`config.mk`:
```
export PLATFORM = sky130hd
export DESIGN_NAME = fpu_issue_sched_flat
export DESIGN_NICKNAME = d
export VERILOG_FILES = /design/src/rtl/fpu_issue_sched_if.sv /design/src/rtl/fpu_issue_sched.sv /design/src/flat_wrapper.sv
export SDC_FILE = /design/constraint.sdc
export NUM_CORES = 1
export LEC_CHECK = 0
export ABC_AREA = 1
export BUFFER_PORTS_ARGS = -buffer_cell sky130_fd_sc_hd__buf_2
export CAP_MARGIN = 5
export CORE_MARGIN = 5
export CORE_UTILIZATION = 35
export CTS_BUF_LIST = sky130_fd_sc_hd__clkbuf_4
export DETAILED_ROUTE_END_ITERATION = 10
export GPL_TIMING_DRIVEN = 0
export HOLD_SLACK_MARGIN = 0.02
export MAX_ROUTING_LAYER = met4
export PLACE_DENSITY = 0.66
export SYNTH_ARGS = -nofsm -noshare
export SYNTH_HDL_FRONTEND = slang
export SYNTH_SLANG_ARGS = --single-unit
```
`constraint.sdc`:
```
create_clock -name clk -period 1.4 [get_ports clk]
set_clock_uncertainty 0.05 [all_clocks]
set_input_delay 0.42 -clock clk [delete_from_list [all_inputs] [get_ports clk]]
set_output_delay 0.42 -clock clk [all_outputs]
set_load 0.02 [all_outputs]
```
`src/rtl/fpu_issue_sched_if.sv`:
```
// Handshake bundle between decode/hazard logic, the FP datapath and the FP
// register-file write port, as seen by the FP issue scheduler.
interface fpu_issue_sched_if;
  logic        issue_valid;
  logic [1:0]  issue_op;
  logic [4:0]  issue_fd;
  logic        issue_stall;
  logic        fpu_start;
  logic [1:0]  fpu_op;
  logic [31:0] fpu_result;
  logic        ld_valid;
  logic [4:0]  ld_fd;
  logic        ld_stall;
  logic        ld_wb_valid;
  logic        wb_valid;
  logic [4:0]  wb_fd;
  logic [31:0] wb_data;
  logic        busy;

  modport master (
    output issue_valid, issue_op, issue_fd, fpu_result, ld_valid, ld_fd, ld_wb_valid,
    input  issue_stall, fpu_start, fpu_op, ld_stall, wb_valid, wb_fd, wb_data, busy
  );

  modport slave (
    input  issue_valid, issue_op, issue_fd, fpu_result, ld_valid, ld_fd, ld_wb_valid,
    output issue_stall, fpu_start, fpu_op, ld_stall, wb_valid, wb_fd, wb_data, busy
  );
endinterface

```
`src/rtl/fpu_issue_sched.sv`:
```
// Issue scheduler for the shared non-pipelined FP unit: one op in flight,
// latency tracking, result capture and write-port arbitration against lwc1.
module fpu_issue_sched #(
  parameter int ADD_LAT = 2,
  parameter int MUL_LAT = 3,
  parameter int DIV_LAT = 10
) (
  input  logic                    clk,
  input  logic                    reset,
  input  logic                    flush,
  fpu_issue_sched_if.slave        bus
);

  localparam int MAX_AM  = (ADD_LAT > MUL_LAT) ? ADD_LAT : MUL_LAT;
  localparam int MAX_LAT = (MAX_AM > DIV_LAT) ? MAX_AM : DIV_LAT;
  localparam int CW      = (MAX_LAT > 1) ? $clog2(MAX_LAT) : 1;

  localparam logic [1:0] IDLE = 2'd0;
  localparam logic [1:0] BUSY = 2'd1;
  localparam logic [1:0] DONE = 2'd2;

  logic [1:0]    state;
  logic [CW-1:0] count;
  logic [CW-1:0] lat_m1;
  logic [4:0]    pend_fd;
  logic [31:0]   result_q;
  logic [1:0]    fpu_op_q;
  logic          accept;
  logic          wb_fire;

  always_comb begin
    lat_m1 = CW'(ADD_LAT - 1);
    case (bus.issue_op)
      2'b10:   lat_m1 = CW'(MUL_LAT - 1);
      2'b11:   lat_m1 = CW'(DIV_LAT - 1);
      default: lat_m1 = CW'(ADD_LAT - 1);
    endcase
  end

  // Flush squashes a same-cycle accept; the reset term keeps fpu_start low while held in reset.
  assign accept  = reset & (state == IDLE) & bus.issue_valid & ~flush;
  assign wb_fire = (state == DONE) & ~bus.ld_wb_valid & ~flush;

  always_ff @(posedge clk or negedge reset) begin
    if (!reset) begin
      state    <= IDLE;
      count    <= '0;
      pend_fd  <= '0;
      result_q <= '0;
      fpu_op_q <= 2'b00;
    end else if (flush) begin
      state <= IDLE;
    end else begin
      case (state)
        IDLE: begin
          if (bus.issue_valid) begin
            state    <= BUSY;
            fpu_op_q <= bus.issue_op;
            pend_fd  <= bus.issue_fd;
            count    <= lat_m1;
          end
        end
        BUSY: begin
          if (count == '0) begin
            result_q <= bus.fpu_result;
            state    <= DONE;
          end else begin
            count <= count - 1'b1;
          end
        end
        DONE: begin
          // A load writing back this cycle owns the port; retry next cycle.
          if (!bus.ld_wb_valid) state <= IDLE;
        end
        default: state <= IDLE;
      endcase
    end
  end

  assign bus.fpu_start   = accept;
  assign bus.issue_stall = bus.issue_valid & (state != IDLE);
  assign bus.ld_stall    = bus.ld_valid & (state != IDLE) & (bus.ld_fd == pend_fd);
  assign bus.busy        = (state != IDLE);
  assign bus.fpu_op      = fpu_op_q;
  assign bus.wb_valid    = wb_fire;
  assign bus.wb_fd       = wb_fire ? pend_fd : 5'd0;
  assign bus.wb_data     = wb_fire ? result_q : 32'd0;

endmodule

```
`src/flat_wrapper.sv`:
```
// flat-port wrapper written by rule: the top's interface ports become plain ports
module fpu_issue_sched_flat 
#(
  parameter int ADD_LAT = 2,
  parameter int MUL_LAT = 3,
  parameter int DIV_LAT = 10
)
  (clk, reset, flush, bus_issue_valid, bus_issue_op, bus_issue_fd, bus_fpu_result, bus_ld_valid, bus_ld_fd, bus_ld_wb_valid, bus_issue_stall, bus_fpu_start, bus_fpu_op, bus_ld_stall, bus_wb_valid, bus_wb_fd, bus_wb_data, bus_busy);
  fpu_issue_sched_if bus_i ();
  input  logic clk;
  input  logic reset;
  input  logic flush;
  input wire logic [$bits(bus_i.issue_valid)-1:0] bus_issue_valid;
  input wire logic [$bits(bus_i.issue_op)-1:0] bus_issue_op;
  input wire logic [$bits(bus_i.issue_fd)-1:0] bus_issue_fd;
  input wire logic [$bits(bus_i.fpu_result)-1:0] bus_fpu_result;
  input wire logic [$bits(bus_i.ld_valid)-1:0] bus_ld_valid;
  input wire logic [$bits(bus_i.ld_fd)-1:0] bus_ld_fd;
  input wire logic [$bits(bus_i.ld_wb_valid)-1:0] bus_ld_wb_valid;
  output wire logic [$bits(bus_i.issue_stall)-1:0] bus_issue_stall;
  output wire logic [$bits(bus_i.fpu_start)-1:0] bus_fpu_start;
  output wire logic [$bits(bus_i.fpu_op)-1:0] bus_fpu_op;
  output wire logic [$bits(bus_i.ld_stall)-1:0] bus_ld_stall;
  output wire logic [$bits(bus_i.wb_valid)-1:0] bus_wb_valid;
  output wire logic [$bits(bus_i.wb_fd)-1:0] bus_wb_fd;
  output wire logic [$bits(bus_i.wb_data)-1:0] bus_wb_data;
  output wire logic [$bits(bus_i.busy)-1:0] bus_busy;
  assign bus_i.issue_valid = bus_issue_valid;
  assign bus_i.issue_op = bus_issue_op;
  assign bus_i.issue_fd = bus_issue_fd;
  assign bus_i.fpu_result = bus_fpu_result;
  assign bus_i.ld_valid = bus_ld_valid;
  assign bus_i.ld_fd = bus_ld_fd;
  assign bus_i.ld_wb_valid = bus_ld_wb_valid;
  assign bus_issue_stall = bus_i.issue_stall;
  assign bus_fpu_start = bus_i.fpu_start;
  assign bus_fpu_op = bus_i.fpu_op;
  assign bus_ld_stall = bus_i.ld_stall;
  assign bus_wb_valid = bus_i.wb_valid;
  assign bus_wb_fd = bus_i.wb_fd;
  assign bus_wb_data = bus_i.wb_data;
  assign bus_busy = bus_i.busy;
  fpu_issue_sched #(.ADD_LAT(ADD_LAT), .MUL_LAT(MUL_LAT), .DIV_LAT(DIV_LAT)) u_core (.clk(clk), .reset(reset), .flush(flush), .bus(bus_i));
endmodule
```
---- Word-level counts from Yosys, hierarchy flattened ----
Cells that the tools add are included.
cells by class
  div/mod/pow operators ................... 0
  mux-type cells .......................... 11
  bitwise logic cells ..................... 10
  shift-type cells ........................ 0
  order comparisons ....................... 0
  reductions and logical operators ........ 8
  equality and inequality tests ........... 10
  $add $sub $neg .......................... 1
  multipliers ............................. 0
operators by type and width
  operator             number
  $mux 32              1
  $pmux 4 s2           2
  $reduce_and 3->1     3
  $and 1x1->1          8
  $mux 2               4
  $mux 4               2
  $eq 2x2->1 const B   3
  $ne 3x3->1 const B   2
  $pmux 2 s3           1
  $eq 5x5->1           1
  $mux 5               1
  $logic_not 4->1      1
  $ne 2x2->1 const B   2
  $reduce_and 4->1     1
  $reduce_bool 2->1    2
  $sub 4x1->4 const B  1
  $ne 3x2->1 const B   1
  $eq 2x1->1 const B   1
  $logic_not 2->1      1
  $not 1->1            2
word-level totals
  memories kept ........................... 0
  bits in latches ......................... 0
  bits in read-only memories .............. 0
  RAM bits ................................ 0
  output and inout port bits .............. 44
  flip-flop bits (word level) ............. 45

---- Longest topological paths before layout ----
Gate-level depths: netlist of run 1.
  depth after elaboration ................. 4
  depth in mapped cells ................... 8
  depth with buffers taken out ............ 8

---- Least setup slack after synthesis of run 1 ----
Ideal clock, no wire load.
  path type ............................... reg2out
  start ................................... register u_core.state[0]
  end ..................................... output bus_wb_data[10]
  arrival time ............................ 1.449 ns
  cell stages (with the launch flop) ...... 7
  data required time ...................... 0.930 ns
  path slack .............................. -0.519 ns
  cell sequence ........................... dfrtp_1 > inv_1 > nand2_1 > nor3_2 > inv_2 > buf_2 > nor2_1
on the way
  cells in the longest elaborated chain, start to end .. 4
ends and longest elaborated chain
  item                      RTL line               text
  start: declaration        fpu_issue_sched.sv:22  logic [1:0] state;
  start signal: assignment  fpu_issue_sched.sv:46  state <= IDLE;
  start signal: assignment  fpu_issue_sched.sv:52  state <= IDLE;
  start signal: assignment  fpu_issue_sched.sv:57  state <= BUSY;
  $eq 2x2->1                fpu_issue_sched.sv:42  assign wb_fire = (state == DONE) & ~bus.ld_wb_valid & ~flush;
  $and 1x1->1 (2 in a row)  fpu_issue_sched.sv:42
  named net bus_wb_valid    flat_wrapper.sv:24     output wire logic [$bits(bus_i.wb_valid)-1:0] bus_wb_valid;
  $mux 32                   fpu_issue_sched.sv:87  assign bus.wb_data = wb_fire ? result_q : 32'd0;
  end: declaration          flat_wrapper.sv:26     output wire logic [$bits(bus_i.wb_data)-1:0] bus_wb_data;
The timed path passes the listed nets, and every way through them passes these cells.

---- Worst setup path after layout of run 1 ----
  start ................................... register u_core.state[0]
  end ..................................... output bus_wb_fd[1]
on the way
  cells in the longest elaborated chain, start to end .. 4
ends and longest elaborated chain
  item                      RTL line               text
  $eq 2x2->1                fpu_issue_sched.sv:42
  $and 1x1->1 (2 in a row)  fpu_issue_sched.sv:42
  $mux 5                    fpu_issue_sched.sv:86  assign bus.wb_fd = wb_fire ? pend_fd : 5'd0;
  end: declaration          flat_wrapper.sv:25     output wire logic [$bits(bus_i.wb_fd)-1:0] bus_wb_fd;
Every way passes these cells.

==> metrics.txt, run 1 <==
status=finished, violations left; failing checks=setup timing; DRT Pass-1 Iters=4; design area=3782 sq um; Synth async-reset ratio=100.0%; WP data arrival=1.61 ns; Netlist Area Pre-Place=2357 sq um; per-cell routed wire length=11.54 microns; Synth top cells by count=inv_1 (84), nand2_1 (50), nor2_1 (47); Max Freq=0.4809 GHz; placed wire-length estimate=4151 microns; number of antenna violations at the first check in global routing=0; CP required=0.93 ns; Layout area overhead=60.46%; IO Count=94; CP max-delay cell=dfrtp_1; # setup viols final=80; Hold Vio Cnt, Final=0; Routability Congestion=0.7277; final worst slack=-0.6796 ns; Post-Syn Nets=353; Max FO, Critical Path=10; min cycle time layout=2.080 ns; PwrDens=1414 nW/um^2; post-synth top area share=47.77%; Initial Util=35.28%; Main synth FF type=dfrtp_1; CP Capture Type=output pin; unrepaired setup endpoints after global routing=true; 1st-iter DRT viols=36; diode count=0; Clock Latency Late Sink=0.35 ns; max incr delay on CP=0.43 ns; Power Total=5.349 mW; nets@finish=475; Max VDD drop=0.7978 mV; clk slew on worst S/H paths=0.13 ns; vias in the first global route=2,150; CTS max path bufs=2; top cells by area, synth=dfrtp_1 (48%), inv_1 (13%), o21ai_2 (8.2%); Synth cell types=21; H-tree levels=2; Synth warnings=0; Root Buffer=clkbuf_4; Avg Inst Size Synth=7.806 sq um; Rows=30; Core ar.=6681 sq um; largest net degree at the start of global routing=47; Leakage=2.014 nW; Die Area=8476 sq um; CTS tree=yes; share of layout cells above drive strength 1=53.18%; sequential area share after synthesis=47.77%; Hold WC Path Type=in -> async; Tot GR Track Use=14.01%; Die Ht=92.07 microns; Post-Syn Instances=302; post-route clock period utilization=148.5%; Post-DRT Antenna Nets=0; total CTS buffers=5; final wirelength=5829 microns; Port-buffer cells=93; CP Launch Type=register; DRC=0; Slew Viols, Final=0; Worst-Margin Slew=0.5899 ns; area of placed instances=3177 sq um; CTS Sinks=45; GRT overflow=0; first-pass GRT wire length=9556 microns; via count=2,192; Slew HR=60.68%; WS Path Type=reg -> out; number of flops mapped to enable cells by yosys=0; leading area contributor after synthesis=dfrtp_1; Synth Register Bits=45; most frequent cell after synthesis=inv_1; worst path cell trace=inv_2, nand2_4, nor3_4, inv_4, buf_8, nor2_4, buf_2; max_cap viols=0; width of the die=92.07 microns; vias per cell=4.341
==> logic make-up after synthesis <==
group                      share of synthesized area [%]
xor gates and xnor gates                           1.858
buffers and inverters                              17.41
adders and majority gates                         0.5307
and+or+nand+nor                                    19.59
DFF                                                47.77
AOI/OAI and AO/OA                                  12.84
==> metal layers <==
layer,up-vias,share of wire (%),GRT usage [%]
met2,71,49,24.03
met4,0,0.38,2.599
met3,5,7.2,3.692
met5,-,0,-
met1,998,43,16.76
li1,1118,-,-
==> stage by stage <==
stage                     hold slack, ns  setup TNS (ns)  std cells  setup WS, ns  utilization, %
final                           0.006816          -32.28        505       -0.6796           56.61
after global routing             0.03592          -39.78        505       -0.7940           56.61
after floorplan                  0.07441          -12.50        302       -0.3497               -
after CTS                        0.02007          -29.27        489       -0.7387           51.82
after detailed placement          0.4189          -19.67        475       -0.8456           47.55
after global placement            0.4148          -18.54        475       -0.8209           47.55
==> where the power goes <==
part           switching (mW)  leakage [nW]  internal, mW
sequential              0.346         0.560          1.85
clock                   0.398        0.0368         0.259
combinational            1.39          1.42          1.11
total                    2.13          2.01          3.22
==> flip-flops by register name, indices dropped and copies added (netlist names) <==
name               cells
u_core.bus.fpu_op      2
u_core.state           2
u_core.result_q       32
u_core.count           4
u_core.pend_fd         5
==> final timing paths <==
check	from	end	slack, ns	cells after the start
max	u_core.state[0]	bus_wb_fd[1]	-0.68	7
min	reset	u_core.pend_fd[3]	0.007	1
max reg2reg	u_core.state[1]	u_core.result_q[24]	-0.19	9
min reg2reg	u_core.result_q[17]	u_core.result_q[17]	0.45	2
max in group asynchronous	reset	u_core.state[1]	0.87	1
min in group clk	bus_fpu_result[1]	u_core.result_q[1]	0.24	3
==> critical path: cells and delay by family (launching register included) <==
| family | cells | cell delay [ns] |
|---|---|---|
| buf+inv | 4 | 0.54 |
| flops | 1 | 0.43 |
| simple gates | 3 | 0.29 |
==> final cells by class <==
cell class                 instances  area (sq um)
tap                               80         100.1
inverter                          85         321.6
timing repair buffer             115         784.5
multi-input combinational        161          1214
sequential                        45          1127
fill                             609          2899
clock buffer                       8         60.06
buffer                            11         175.2
==> cell usage in the layout, fill, tap and decap left out <==
cell and instances:
inv_1 81, buf_2 77, o21ai_1 10, dfrtp_2 1
nor2_1 9, o21ai_0 4, buf_8 9, nor3_4 1
inv_4 1, clkbuf_4 8, a21oi_2 2, dfrtp_1 44
ha_4 1, a21oi_1 4, nor2_4 39, nand4_1 1
o21ai_2 24, nand4_4 1, buf_4 21, nand3_4 1
xnor2_1 5, nand2_4 3, nand2_1 35, buf_6 13
buf_12 3, nand2_2 14, clkbuf_16 3, nand3_1 6
nand3_2 1, inv_2 3
==> repair_timing <==
item,in CTS,in global routing
endpoints found under the hold margin,0,0
hold buffers,0,0
cloned,1,3
pin swaps,2,10
gates resized for setup,47,55
setup endpoints to repair,87,81
setup buffers,5,13
Power figures use the tool's default switching activity.
==> run 2, diff against run 1 <==
PLACE_DENSITY = 0.74   (was 0.66)
SLEW_MARGIN = 10   (was not set)
==> metrics.txt, run 2 (synthesized netlist as in run 1, its figures left out) <==
Worst-Margin Slew=0.5884 ns; unrepaired setup endpoints after global routing=true; status=finished, violations left; 1st-iter DRT viols=45; WS Path Type=reg -> out; CP required=0.93 ns; Layout area overhead=54.83%; PwrDens=1447 nW/um^2; width of the die=92.07 microns; commonest non-fill, non-tap cell in the layout=inv_1; post-route clock period utilization=148.0%; Initial Util=35.28%; final worst slack=-0.6724 ns; final wirelength=5983 microns; largest net degree at the start of global routing=47; reg2reg setup slack=-0.12 ns; Die Ht=92.07 microns; Die Area=8476 sq um; H-tree levels=2; placed wire-length estimate=4325 microns; Slew Viols, Final=0; Max VDD drop=0.8133 mV; DRT Pass-1 Iters=4; vias per cell=4.394; CTS max path bufs=2; via count=2,184; IO Count=94; GRT overflow=0; CP Capture Type=output pin; core occupancy in the finished layout=54.63%; Biggest register=u_core.result_q; # setup viols final=79; Clock Latency Late Sink=0.36 ns; Root Buffer=clkbuf_4; # placed instances=475; Slew HR=60.77%; Leakage=1.939 nW; CTS Sinks=45; Placement Setup Slack=-0.8894 ns; worst path bufs/invs=4; max_cap viols=0; CP max-delay cell=dfrtp_1; Hold WC Path Type=in -> async; vias in the first global route=2,209; DRC=0; min cycle time layout=2.072 ns; Core ar.=6681 sq um; max incr delay on CP=0.42 ns; Non-Filler Instances=497; Port-buffer cells=93; Post-DRT Antenna Nets=0; worst path cell trace=inv_2, nand2_4, nor3_4, inv_4, buf_8, nor2_4, buf_2; Max FO, Critical Path=10; Rows=30; Routability Congestion=0.7485; most frequent cells in the layout=inv_1 (82), buf_2 (69), nand2_1 (46); CP Launch Type=register; CTS tree=yes; Hold Vio Cnt, Final=0; total CTS buffers=5; diode count=0; Max Freq=0.4825 GHz; Top Registers=u_core.result_q: 32 flops, u_core.pend_fd: 5 flops, u_core.count: 4 flops; Tot GR Track Use=14.64%; share of layout cells above drive strength 1=47.96%; max FFs per register=32; number of antenna violations at the first check in global routing=0; first-pass GRT wire length=9791 microns; WP data arrival=1.60 ns; setup TNS=-29.35 ns; nets@finish=467; per-cell routed wire length=12.04 microns; CP top delay family=buffers and inverters; clk slew on worst S/H paths=0.14 ns; failing checks=setup timing
## run 2: cell type report
class	count	area, sq um
Clock buffer	5	37.54
Fill cell	652	3032
Sequential cell	45	1127
Clock inverter	3	41.29
Buffer	11	152.6
Inverter	85	321.6
Timing Repair Buffer	107	715.7
Multi-Input combinational cell	161	1154
Tap cell	80	100.1
## run 2: where the power goes
group / internal, mW / total, mW / switching [mW]
Combinational: 0.969 / 2.31 / 1.34
Clock: 0.370 / 0.811 / 0.440
Sequential: 1.85 / 2.17 / 0.317
Total: 3.19 / 5.28 / 2.10
## run 2: final timing paths
check,startpoint,to,cells after the start
max in group asynchronous,reset,u_core.state[1],1
worst min register to register,u_core.result_q[25],u_core.result_q[25],2
worst max register to register,u_core.state[0],u_core.result_q[27],9
min in group clk,bus_fpu_result[9],u_core.result_q[9],3
worst min-delay path,reset,u_core.count[2],1
worst max-delay path,u_core.state[0],bus_wb_data[11],7
## run 2: layer usage
metal / global-route usage [%] / vias to the layer above / part of all wire [%]
met3: 3.281 / 5 / 6.1
li1: - / 1102 / -
met1: 17.19 / 1013 / 43
met2: 25.06 / 64 / 50
met4: 4.455 / 0 / 0.77
met5: - / - / 0
## run 2: per-stage QoR
stage               power, mW  hold WS [ns]  instance area [sq um]
floorplan               3.662       0.07441                   2611
global placement        4.025        0.4146                   3177
detailed placement      4.119        0.4228                   3177
CTS                     5.158       0.01140                   3515
global route            5.737       0.03244                   3650
finish                  5.283     0.0002012                   3650
## run 2: repair_timing
action                                  CTS  global route
buffers inserted                          8             4
endpoints found under the hold margin    41             0
resized for setup                        58            26
pin swaps                                 3             1
endpoints found under the setup margin   81            82
gates cloned                              1             1
## run 2: worst register-to-register path: stages (launching register included)
cell and delay [ns]:
dfrtp_1 0.39, buf_4 0.14, buf_4 0.11, nand2_4 0.08, nor2_4 0.12, nand4_4 0.11, buf_8 0.17, buf_6 0.15
nand2_1 0.07, o21ai_2 0.05
